File: config.mk
export PLATFORM = sky130hd
export DESIGN_NAME = div_clk_monitor_flat
export DESIGN_NICKNAME = d
export VERILOG_FILES = /design/src/rtl/div_clk_monitor_pkg.sv /design/src/rtl/div_clk_monitor_if.sv /design/src/rtl/div_clk_monitor_edge_det.sv /design/src/rtl/div_clk_monitor.sv /design/src/flat_wrapper.sv
export SDC_FILE = /design/constraint.sdc
export NUM_CORES = 1
export LEC_CHECK = 0
export ABC_AREA = 1
export CAP_MARGIN = 20
export CORE_UTILIZATION = 30
export DETAILED_ROUTE_END_ITERATION = 10
export SLEW_MARGIN = 20
export SYNTH_ARGS = -nofsm -noshare
export SYNTH_HDL_FRONTEND = slang
export SYNTH_SLANG_ARGS = --single-unit
export TNS_END_PERCENT = 100
File: constraint.sdc
create_clock -name fin -period 4.2 [get_ports fin]
set_clock_uncertainty 0.1 [all_clocks]
set_input_delay 1.05 -clock fin [delete_from_list [all_inputs] [get_ports fin]]
set_output_delay 1.05 -clock fin [all_outputs]
set_load 0.1 [all_outputs]
File: src/rtl/div_clk_monitor_pkg.sv
// div_mon_pkg: shared FSM state type and sizing helpers for div_clk_monitor.
package div_mon_pkg;
   typedef enum logic [1:0] {IDLE, ARM, MEASURE, DONE} state_e;
   localparam int GATE_CYCLES_DEF = 64;
   localparam int EXP_DIV_DEF = 4;
   localparam int CNT_W_DEF = 8;
   function automatic int gate_w(input int gate_cycles);
      return $clog2(gate_cycles + 1);
   endfunction
   function automatic int exp_edges(input int gate_cycles, input int exp_div);
      return gate_cycles / exp_div;
   endfunction
endpackage

File: src/rtl/div_clk_monitor_if.sv
// div_clk_monitor_if: request/result bundle between a divider checker and its user.
interface div_clk_monitor_if #(parameter int CNT_W = 8);
   logic             clk_div_in;
   logic             start;
   logic             busy;
   logic             done;
   logic             locked;
   logic             err;
   logic [CNT_W-1:0] edge_cnt;
   logic [CNT_W-1:0] period;
   modport master (output clk_div_in, start, input busy, done, locked, err, edge_cnt, period);
   modport slave (input clk_div_in, start, output busy, done, locked, err, edge_cnt, period);
endinterface

File: src/rtl/div_clk_monitor_edge_det.sv
// div_edge_det: samples the divided clock as data and flags its rising edges.
// DIV_MON_SYNC_EN adds a 2-flop synchronizer ahead of the sampling flop.
module div_edge_det (
   input  logic fin,
   input  logic rst,
   input  logic din,
   output logic edge_o
);
   logic s_q, sd_q;
`ifdef DIV_MON_SYNC_EN
   logic meta_q, sync_q;
   always_ff @(posedge fin) begin
      meta_q <= rst ? 1'b0 : din;
      sync_q <= rst ? 1'b0 : meta_q;
      s_q    <= rst ? 1'b0 : sync_q;
   end
`else
   always_ff @(posedge fin) s_q <= rst ? 1'b0 : din;
`endif
   always_ff @(posedge fin) sd_q <= rst ? 1'b0 : s_q;
   assign edge_o = s_q & ~sd_q;
endmodule

File: src/rtl/div_clk_monitor.sv
// div_clk_monitor: gated edge count and edge-to-edge period check of a divided clock.
// Define DIV_MON_SYNC_EN to synchronize clk_div_in before edge detection.
module div_clk_monitor
   import div_mon_pkg::*;
#(
   parameter int GATE_CYCLES = GATE_CYCLES_DEF,
   parameter int EXP_DIV = EXP_DIV_DEF,
   parameter int CNT_W = CNT_W_DEF
) (
   input logic fin,
   input logic rst,
   div_clk_monitor_if.slave bus
);
   localparam int GW = gate_w(GATE_CYCLES);
   localparam logic [GW-1:0] GATE_V = GW'(GATE_CYCLES);
   localparam logic [CNT_W-1:0] EDGES_V = CNT_W'(exp_edges(GATE_CYCLES, EXP_DIV));
   localparam logic [CNT_W-1:0] DIV_V = CNT_W'(EXP_DIV);
   state_e state_q, state_d;
   logic [GW-1:0] to_q, to_d, gate_q, gate_d;
   logic [CNT_W-1:0] acc_q, acc_d, per_q, per_d, last_q, last_d;
   logic [CNT_W-1:0] edge_cnt_q, edge_cnt_d, period_q, period_d, per_inc;
   logic locked_q, locked_d, err_q, err_d, edge_w;

   div_edge_det u_edge (.fin(fin), .rst(rst), .din(bus.clk_div_in), .edge_o(edge_w));

   assign per_inc = per_q == '1 ? per_q : per_q + 1'b1;

   always_comb begin
      state_d = state_q;
      to_d = to_q;
      gate_d = gate_q;
      acc_d = acc_q;
      per_d = per_q;
      last_d = last_q;
      edge_cnt_d = edge_cnt_q;
      period_d = period_q;
      locked_d = locked_q;
      err_d = err_q;
      case (state_q)
         IDLE: begin
            to_d = '0;
            if (bus.start) begin
               state_d = ARM;
               edge_cnt_d = '0;
               period_d = '0;
               locked_d = 1'b0;
               err_d = 1'b0;
            end
         end
         ARM: begin
            to_d = to_q + 1'b1;
            if (edge_w) begin
               state_d = MEASURE;
               gate_d = GW'(1);
               acc_d = CNT_W'(1);
               per_d = '0;
               last_d = '0;
            end else if (to_d == GATE_V) begin
               state_d = DONE;
               err_d = 1'b1;
               acc_d = '0;
               last_d = '0;
            end
         end
         MEASURE: begin
            // gate_d counts the current cycle, so the edge cycle in ARM is gate cycle 1
            gate_d = gate_q + 1'b1;
            acc_d = edge_w ? acc_q + 1'b1 : acc_q;
            last_d = edge_w ? per_inc : last_q;
            per_d = edge_w ? '0 : per_inc;
            state_d = gate_d == GATE_V ? DONE : MEASURE;
         end
         DONE: begin
            edge_cnt_d = acc_q;
            period_d = last_q;
            locked_d = (acc_q == EDGES_V) && (last_q == DIV_V) && !err_q;
            state_d = IDLE;
         end
         default: state_d = IDLE;
      endcase
   end

   always_ff @(posedge fin) begin
      if (rst) begin
         state_q <= IDLE;
         to_q <= '0;
         gate_q <= '0;
         acc_q <= '0;
         per_q <= '0;
         last_q <= '0;
         edge_cnt_q <= '0;
         period_q <= '0;
         locked_q <= 1'b0;
         err_q <= 1'b0;
      end else begin
         state_q <= state_d;
         to_q <= to_d;
         gate_q <= gate_d;
         acc_q <= acc_d;
         per_q <= per_d;
         last_q <= last_d;
         edge_cnt_q <= edge_cnt_d;
         period_q <= period_d;
         locked_q <= locked_d;
         err_q <= err_d;
      end
   end

   assign bus.busy = state_q == ARM || state_q == MEASURE;
   assign bus.done = state_q == DONE;
   assign bus.edge_cnt = edge_cnt_q;
   assign bus.period = period_q;
   assign bus.locked = locked_q;
   assign bus.err = err_q;
endmodule
File: src/flat_wrapper.sv
// flat-port wrapper written by rule: the top's interface ports become plain ports
module div_clk_monitor_flat import div_mon_pkg::*;
#(
   parameter int GATE_CYCLES = GATE_CYCLES_DEF,
   parameter int EXP_DIV = EXP_DIV_DEF,
   parameter int CNT_W = CNT_W_DEF
)
  (fin, rst, bus_clk_div_in, bus_start, bus_busy, bus_done, bus_locked, bus_err, bus_edge_cnt, bus_period);
  div_clk_monitor_if #(.CNT_W(CNT_W)) bus_i ();
  input logic fin;
  input logic rst;
  input wire logic [$bits(bus_i.clk_div_in)-1:0] bus_clk_div_in;
  input wire logic [$bits(bus_i.start)-1:0] bus_start;
  output wire logic [$bits(bus_i.busy)-1:0] bus_busy;
  output wire logic [$bits(bus_i.done)-1:0] bus_done;
  output wire logic [$bits(bus_i.locked)-1:0] bus_locked;
  output wire logic [$bits(bus_i.err)-1:0] bus_err;
  output wire logic [$bits(bus_i.edge_cnt)-1:0] bus_edge_cnt;
  output wire logic [$bits(bus_i.period)-1:0] bus_period;
  assign bus_i.clk_div_in = bus_clk_div_in;
  assign bus_i.start = bus_start;
  assign bus_busy = bus_i.busy;
  assign bus_done = bus_i.done;
  assign bus_locked = bus_i.locked;
  assign bus_err = bus_i.err;
  assign bus_edge_cnt = bus_i.edge_cnt;
  assign bus_period = bus_i.period;
  div_clk_monitor #(.GATE_CYCLES(GATE_CYCLES), .EXP_DIV(EXP_DIV), .CNT_W(CNT_W)) u_core (.fin(fin), .rst(rst), .bus(bus_i));
endmodule
### After elaboration in Yosys (flattened, before gate mapping)

Cells that the tools add are included.

* $add $sub $neg: 4
* equality and inequality tests: 14
* mux-type cells: 27
* bitwise logic cells: 2
* reductions and logical operators: 13

Operators with widths (count)
* case mux 8 bit (2 select lines): 5
* two-way mux 8 bit: 9
* case mux 7 bit (2 select lines): 2
* adder 8 x 1 -> 8 bit, second input constant: 2
* adder 7 x 1 -> 7 bit, second input constant: 2
* equality test 7 bit, second input constant: 2
* equality test 8 x 3 -> 1 bit, second input constant: 1
* equality test 8 x 5 -> 1 bit, second input constant: 1
* equality test 8 bit, second input constant: 1
* case mux 2 bit (4 select lines): 1
* two-way mux 7 bit: 1
* two-way mux 2 bit: 3
* != test 2 x 1 -> 1 bit, second input constant: 3
* AND reduction 2 bit: 3
* nonzero test 2 bit: 3
* equality test 2 bit, second input constant: 2
* two-way mux 1 bit: 4
* != test 2 bit, second input constant: 2
* case mux 1 bit (2 select lines): 2
* AND reduction 4 bit: 1
* != test 3 x 1 -> 1 bit, second input constant: 1
* AND reduction 3 bit: 1
* equality test 2 x 1 -> 1 bit, second input constant: 1
* logical AND 1 bit: 2
* other kinds (5): 5

* bits in registers: 60
* output and inout bits: 20

### Depth between registers and ports, before layout

Gate-level depths: netlist of run 1.

* depth after elaboration: 5
* mapped depth: 12
* depth with buffers taken out: 12

### Cells and area by module

From an unflattened synthesis of run 1, not the netlist that was laid out.

* cell total of the unflattened synthesis: 436
* area, all modules: 3045.4 µm²

By module, submodules not included
* div_clk_monitor: instances 1, cells each 429, area an instance 2986.6 µm², seq. area each 1161.1 µm²
* div_edge_det: instances 1, cells each 7, area an instance 58.8 µm², seq. area each 40.0 µm²

### Least setup slack after synthesis of run 1

No wires, ideal clock.

* kind: register -> register
* start point: register u_core.state_q[1]
* end point: register u_core.acc_q[0]
* setup time: 0.070 ns
* arrival time: 2.277 ns
* data required time: 4.030 ns
* slack: 1.753 ns
* stages on the path, launching flop included: 7
* period minus slack after synthesis: 2.447 ns
* cells stage by stage: dfxtp_1 inv_1 ha_1 clkbuf_2 nor3b_2 o21ai_0 a21oi_1

* longest elaborated chain between the ends: 3
* elaborated cells on any way between the ends: 7
* those cells by class: 4 x eq/ne; 1 x mux; 2 x reduce/logical

Ends and longest elaborated chain
* start, declared: line div_clk_monitor.sv:18 `state_e state_q, state_d;`
* start signal, assigned: line div_clk_monitor.sv:96 `state_q <= state_d;`
* equality test 2 x 1 -> 1 bit or equality test 2 bit (tied branches): line div_clk_monitor.sv:39 `case (state_q)`
* != test 3 x 1 -> 1 bit (no source line) (tied with other cells)
* AND reduction 3 bit (no source line)
* end signal, assigned: line div_clk_monitor.sv:88 `acc_q <= '0;`
* end signal, assigned: line div_clk_monitor.sv:99 `acc_q <= acc_d;`
* end, declared: line div_clk_monitor.sv:20 `logic [CNT_W-1:0] acc_q, acc_d, per_q, per_d, last_q, last_d;`

Parallel ways exist; a longest one is shown, timed or not.
A chain may end at the register's enable or synchronous reset.

### Worst setup path in the final report of run 1

* start point: register u_core.edge_cnt_q[0], in the netlist u_core.bus.edge_cnt[0]
* end point: output bus_edge_cnt[0]

RTL lines
* start, declared: line div_clk_monitor.sv:21 `logic [CNT_W-1:0] edge_cnt_q, edge_cnt_d, period_q, period_d, per_inc;`
* start signal, assigned: line div_clk_monitor.sv:102 `edge_cnt_q <= edge_cnt_d;`
* end, declared: line flat_wrapper.sv:18 `output wire logic [$bits(bus_i.edge_cnt)-1:0] bus_edge_cnt;`

No word-level cell between the ends.

==> results of run 1 <==
-- stage by stage --
| step | total power, mW | std cells | area [um^2] | hold WS, ns | utilization, % |
|---|---|---|---|---|---|
| 6_report | 1.92 | 584 | 3490 | 0.360 | 37.0 |
| 5_1_grt | 2.06 | 584 | 3490 | 0.384 | 37.0 |
| 4_1_cts | 1.95 | 584 | 3490 | 0.365 | 37.0 |
| 3_5_place_dp | 1.41 | 568 | 3290 | 0.356 | 34.9 |
| 3_3_place_gp | 1.40 | 568 | 3290 | 0.355 | 34.9 |
| 2_1_floorplan | 1.28 | 430 | 2960 | 0.340 | - |
-- metal layers --
metal	part of all wire, %	wire length (um)	up-vias
met2	48	3150	41
met5	0	0	-
met3	4.2	276	8
met4	0.80	53	0
met1	47	3120	1202
li1	-	-	1441
-- logic make-up (layout without fill, tap and decap cells) --
family                   Yosys count  after routing  share of synthesized area (%)
buffers and inverters             61             86                           8.10
AND/OR/NAND/NOR                  224            224                           33.3
flip-flops                        60             60                           40.5
adder cells (fa/ha/maj)           10             10                           4.22
XOR/XNOR                           6              6                           1.77
AO/OA/AOI/OAI                     69             69                           12.1
-- layout make-up --
type                            count  area, um^2
Clock buffer                       12         155
Timing Repair Buffer               24         228
Clock inverter                      4        47.5
Inverter                           46         173
Sequential cell                    60        1200
Fill cell                         998        5930
Multi-Input combinational cell    309        1520
Tap cell                          129         161
-- power breakdown --
group          switching, mW  leakage [nW]  internal [mW]
logic                  0.539         0.682          0.186
clock network          0.224         0.102          0.305
registers             0.0465         0.486          0.616
total                  0.809          1.27           1.11
-- synth_stat cells, drive strengths merged (3+ instances only) --
master,instances,area [um^2]
clkbuf,12,46.3
a21oi,51,255
inv,46,173
nand2,115,447
ha,10,125
nor2,43,169
nor3,4,20.0
buf,3,21.3
dfxtp,60,1200
nand4,11,68.8
nand3,45,238
xor2,6,52.6
o21ai,14,73.8
-- state kept, by name, summed over array words and instances, names as in the netlist --
name	cells
u_core.acc_q	8
u_core.bus.edge_cnt	8
u_core.bus.err	1
u_core.bus.locked	1
u_core.bus.period	8
u_core.gate_q	7
u_core.last_q	8
u_core.per_q	8
u_core.state_q	2
u_core.to_q	7
u_core.u_edge.s_q	1
u_core.u_edge.sd_q	1
-- worst max path at each step --
stage,end,cells past startpoint
2_1_floorplan,u_core.acc_q[0]$_SDFFE_PP0P_,6
3_3_place_gp,u_core.bus.locked$_SDFFE_PP0P_,7
3_5_place_dp,u_core.bus.locked$_SDFFE_PP0P_,7
4_1_cts,bus_edge_cnt[0],1
5_1_grt,bus_done,2
6_report,bus_edge_cnt[0],1
==> summary.md, run 1 <==
- **class of the most critical setup path** register to output pin
- **Final period util** 70.5%
- **Worst Reg-to-Reg Cells** 10
- **DRC Markers** 0
- **PortBufs** 23
- **global routing usage on met3** 3.45%
- **Detailed Routing Iterations Pass 1** 4
- **CTS tree** built
- **total of warnings raised by yosys** 0
- **GRT Resource Usage Total** 13.8%
- **H-tree depth** 3
- **count of max-cap constraint violations** 0
- **capture instance of the worst register-to-register path** u_core.per_q[1]$_SDFFE_PP0P_
- **Net count, final** 464
- **dominant synthesized flop cell** dfxtp_1
- **most common cell after layout, fill and taps aside** nand2_1
- **HPWL Detailed** 4.69 mm
- **Chip Width** 101 um
- **Clock Latency Late Sink** 0.33 ns
- **count of routing violations after the opening detailed-route iteration** 120
- **first-pass GRT wire length** 11.1 mm
- **number of antenna violations at the first check in global routing** 0
- **number of buffers added by the clock tree synthesis step** 9
- **startpoint of the worst register-to-register path** u_core.state_q[1]$_SDFFE_PP0P_
- **launching element type of the critical path** register
- **flip-flop and latch count after synthesis** 60
- **starting utilization of the core area** 31.5%
- **placer congestion estimate** 0.818
- **area of the core** 9420 um^2
- **vias in the first global route** 2463
- **Tightest Hold Check Type** register to register
- **cell area after synthesis** 2960 um^2
- **worst slew slack as a fraction of its limit** 30.9%
- **IO Count** 24
- **Total Die Area** 10300 um^2
- **Tmin final** 2.96 ns
- **maximum vdd drop** 0.000183 V
- **power density relative to cell area** 549 nW/um^2
- **peak clock frequency supported by timing** 338 MHz
- **mean instance size in the synthesized netlist** 6.89 um^2
- **GR Util met1** 16.9%
- **routing usage on met2** 22.9%
- **Max clock buf depth** 2
- **total congestion overflow** 0
- **maximum number of pins on one net before global-route repair** 53
- **Final Hold Vio Count** 0
- **cell family contributing the most delay on the critical path** buffers and inverters
- **post-detailed-routing wire length** 6.60 mm
- **clock tree sinks** 60
- **fraction of layout instances using a drive strength above 1** 6.81%
- **clock tree root driver cell** clkbuf_8
- **number of antenna-violating nets in the routed design** 0
- **critical path capture point type** output pin
- **hold path endpoint** u_core.bus.edge_cnt[2]$_SDFFE_PP0P_
- **cell-by-cell listing of the critical path** clkdlybuf4s50_1
- **required time of the worst setup path** 3.05 ns
- **post-synthesis sequential area ratio** 40.5%
- **largest fanout of any net on the critical path** 2
- **Buf+Inv Stages, Crit Path** 1
- **worst slack at placement** 1.54 ns
- **max-slew violation total from the final report** 0
- **cts-stage hold buffer count** 0
- **clock-pin slew reported for the worst setup and hold paths after clock tree synthesis** 0.07 ns
- **via count** 2692
- **synth unique cells** 30
- **number of instances on the worst hold path** 2
- **Slowest Stage Delay on Critical Path** 1.14 ns
- **worst path setup slack after routing** 1.24 ns
- **final setup violation count** 0
- **data arrival time of the critical path** 1.81 ns
- **most frequent cells in the layout** nand2_1, dfxtp_1, a21oi_1
- **outcome** completed
- **Layout Area Growth over Synthesis** 17.7%
- **Resized cells post-CTS** 0
- **RSZ-0062 raised after global routing** no
- **origin of the worst min-delay path** u_core.bus.edge_cnt[2]$_SDFFE_PP0P_
- **count of flip-flops with a built-in enable after synthesis** 0
- **Top Usage Layer GRT** met2
- **Worst setup startpoint** u_core.bus.edge_cnt[0]$_SDFFE_PP0P_
- **Setup Fix Bufs, Post-CTS** 0
- **Critical Path Slowest Stage Cell** clkdlybuf4s50_1
- **overall die height** 101 um
- **antenna cells** 0
- **cells after synthesis** 430
- **number of cell rows** 35
- **reported leakage power** 1.27 nW
- **routed len/inst** 11.3 um
- **Final TNS setup** 0 ns
- **slew at the pin closest to its max-slew limit** 1.03 ns
- **average via count per standard cell** 4.61
- **FFs w/ async S/R, synth** 0%
- **Mapped Nets** 444
- **worst-case register-to-register setup slack** 1.77 ns
Note: power is estimated with default switching activity, not from simulation.
==> run 2: changes to the inputs <==
==> constraint.sdc (replaced) <==
create_clock -name fin -period 3 [get_ports fin]
set_clock_uncertainty 0.1 [all_clocks]
set_input_delay 0.75 -clock fin [delete_from_list [all_inputs] [get_ports fin]]
set_output_delay 0.75 -clock fin [all_outputs]
set_load 0.1 [all_outputs]
==> summary.md, run 2 (synthesis gave the netlist of run 1 again) <==
- **Chip Width** 101 um, unchanged
- **H-tree depth** 3, unchanged
- **antenna cells** 0, unchanged
- **placer congestion estimate** 0.782, -4.4%
- **Worst setup endpoint** bus_done
- **worst path setup slack after routing** 0.501 ns, -0.738 ns
- **PortBufs** 23, unchanged
- **worst-case register-to-register setup slack** 0.72 ns, -1.05 ns
- **class of the most critical setup path** register to output pin
- **average via count per standard cell** 4.69, +1.7%
- **data arrival time of the critical path** 1.65 ns, -0.16 ns
- **largest fanout of any net on the critical path** 19, +17
- **via count** 2747, +2.0%
- **Final TNS setup** 0 ns, unchanged
- **clock-pin slew reported for the worst setup and hold paths after clock tree synthesis** 0.07 ns, about the same
- **capture instance of the worst register-to-register path** u_core.per_q[1]$_SDFFE_PP0P_
- **Clock Latency Late Sink** 0.34 ns, about the same
- **cts-stage hold buffer count** 0, unchanged
- **first-pass GRT wire length** 11.6 mm, +4.4%
- **fraction of layout instances using a drive strength above 1** 11.2%, +4.3 points
- **Final Hold Vio Count** 0, unchanged
- **critical path capture point type** output pin
- **launching element type of the critical path** register
- **max-slew violation total from the final report** 0, unchanged
- **number of cell rows** 35, unchanged
- **Resized cells post-CTS** 0, unchanged
- **maximum vdd drop** 0.000288 V, +58%
- **Detailed Routing Iterations Pass 1** 4, unchanged
- **reported leakage power** 1.33 nW, +4.7%
- **Tightest Hold Check Type** register to register
- **RSZ-0062 raised after global routing** no
- **CTS tree** built
- **Worst Reg-to-Reg Cells** 10, unchanged
- **count of routing violations after the opening detailed-route iteration** 132, +10%
- **overall die height** 101 um, unchanged
- **Total Die Area** 10300 um^2, unchanged
- **DRC Markers** 0, unchanged
- **HPWL Detailed** 4.98 mm, +6.1%
- **outcome** completed
- **maximum number of pins on one net before global-route repair** 42, -21%
- **post-detailed-routing wire length** 6.82 mm, +3.4%
- **minimum hold slack** 0.363 ns, +0.00313 ns
- **number of antenna-violating nets in the routed design** 0, unchanged
- **Worst setup startpoint** u_core.state_q[1]$_SDFFE_PP0P_
- **Setup Fix Bufs, Post-CTS** 0, unchanged
- **most common cell after layout, fill and taps aside** nand2_1
- **most frequent cells in the layout** nand2_1, dfxtp_1, a21oi_1
- **number of filler cells placed in the layout** 996, -0.20%
- **Tmin final** 2.50 ns
- **final setup violation count** 0, unchanged
- **number of antenna violations at the first check in global routing** 0, unchanged
- **area of the core** 9420 um^2, unchanged
- **peak clock frequency supported by timing** 400 MHz
- **required time of the worst setup path** 2.15 ns, -0.90 ns
- **worst slew slack as a fraction of its limit** 49.6%, +19 points
- **startpoint of the worst register-to-register path** u_core.state_q[0]$_SDFFE_PP0P_
- **Max clock buf depth** 2, unchanged
- **starting utilization of the core area** 31.5%, unchanged
- **count of max-cap constraint violations** 0, unchanged
- **slew at the pin closest to its max-slew limit** 0.756 ns, -0.273 ns
- **routed len/inst** 11.6 um, +3.0%
- **clock tree sinks** 60, unchanged
- **clock tree root driver cell** clkbuf_8
- **total congestion overflow** 0, unchanged
- **power density relative to cell area** 798 nW/um^2, +45%
- **IO Count** 24, unchanged
- **vias in the first global route** 2536, +3.0%
- **Layout Area Growth over Synthesis** 17.6%
- **Final period util** 83.3%
- **number of buffers added by the clock tree synthesis step** 9, unchanged
- **GRT Resource Usage Total** 14.4%, +0.59 points
- **Net count, final** 466, +0.43%
- **worst slack at placement** 0.646 ns, -0.893 ns
[run 2: cell count changes in the layout (fill, tap and decap cells not counted), sizes merged]
cell,before,now
clkbuf,12,11
bufinv,1,2
clkinv,2,3
clkdlybuf4s50,20,2
clkinvlp,1,0
buf,4,24
[run 2: worst min path at each step]
stage          depth (start not counted)  slack (ns)                             endpoint                                 from
4_1_cts                                2        0.37    u_core.bus.period[4]$_SDFFE_PP0P_    u_core.bus.period[4]$_SDFFE_PP0P_
6_report                               2        0.36  u_core.bus.edge_cnt[7]$_SDFFE_PP0P_  u_core.bus.edge_cnt[7]$_SDFFE_PP0P_
3_3_place_gp                           2        0.36         u_core.per_q[5]$_SDFFE_PP0P_         u_core.per_q[5]$_SDFFE_PP0P_
5_1_grt                                2        0.39  u_core.bus.edge_cnt[7]$_SDFFE_PP0P_  u_core.bus.edge_cnt[7]$_SDFFE_PP0P_
2_1_floorplan                          2        0.34        u_core.u_edge.sd_q$_SDFF_PP0_         u_core.u_edge.s_q$_SDFF_PP0_
3_5_place_dp                           2        0.35    u_core.bus.period[4]$_SDFFE_PP0P_    u_core.bus.period[4]$_SDFFE_PP0P_
[run 2: per-layer routing]
layer / part of all wire [%] / global-route usage (%) / vias up
met5: 0 / 0 / -
met4: 1.3 / 5.91 / 0
met1: 48 / 18.5 / 1244
li1: - / - / 1443
met2: 46 / 23.0 / 52
met3: 4.4 / 3.59 / 8
[run 2: through the flow]
stage,cells,cell area (um^2),utilization [%],total power [mW]
3_5_place_dp,570,3270,34.7,2.00
5_1_grt,586,3480,37.0,2.97
2_1_floorplan,430,2960,-,1.79
3_3_place_gp,570,3270,34.7,1.99
4_1_cts,586,3480,37.0,2.81
6_report,586,3480,37.0,2.78
[run 2: power by group]
| group | switching (mW) | internal (mW) |
|---|---|---|
| Sequential | 0.0679 | 0.863 |
| Combinational | 0.774 | 0.283 |
| Clock | 0.308 | 0.486 |
| Total | 1.15 | 1.63 |
[run 2: final cells by class]
cell class	count	area, um^2	area share, %
multi-input cells	309	1520	43.7
flip-flops and latches	60	1200	34.5
repair buffers	26	210	6.03
inverters	46	173	4.96
well taps	129	161	4.63
clock buffers	11	141	4.06
clock inverters	5	75.1	2.15
[run 2: critical path: stages, from the launching register on]
cell     delay, ns
dfxtp_1       0.38
ha_1          0.67
buf_12        0.26
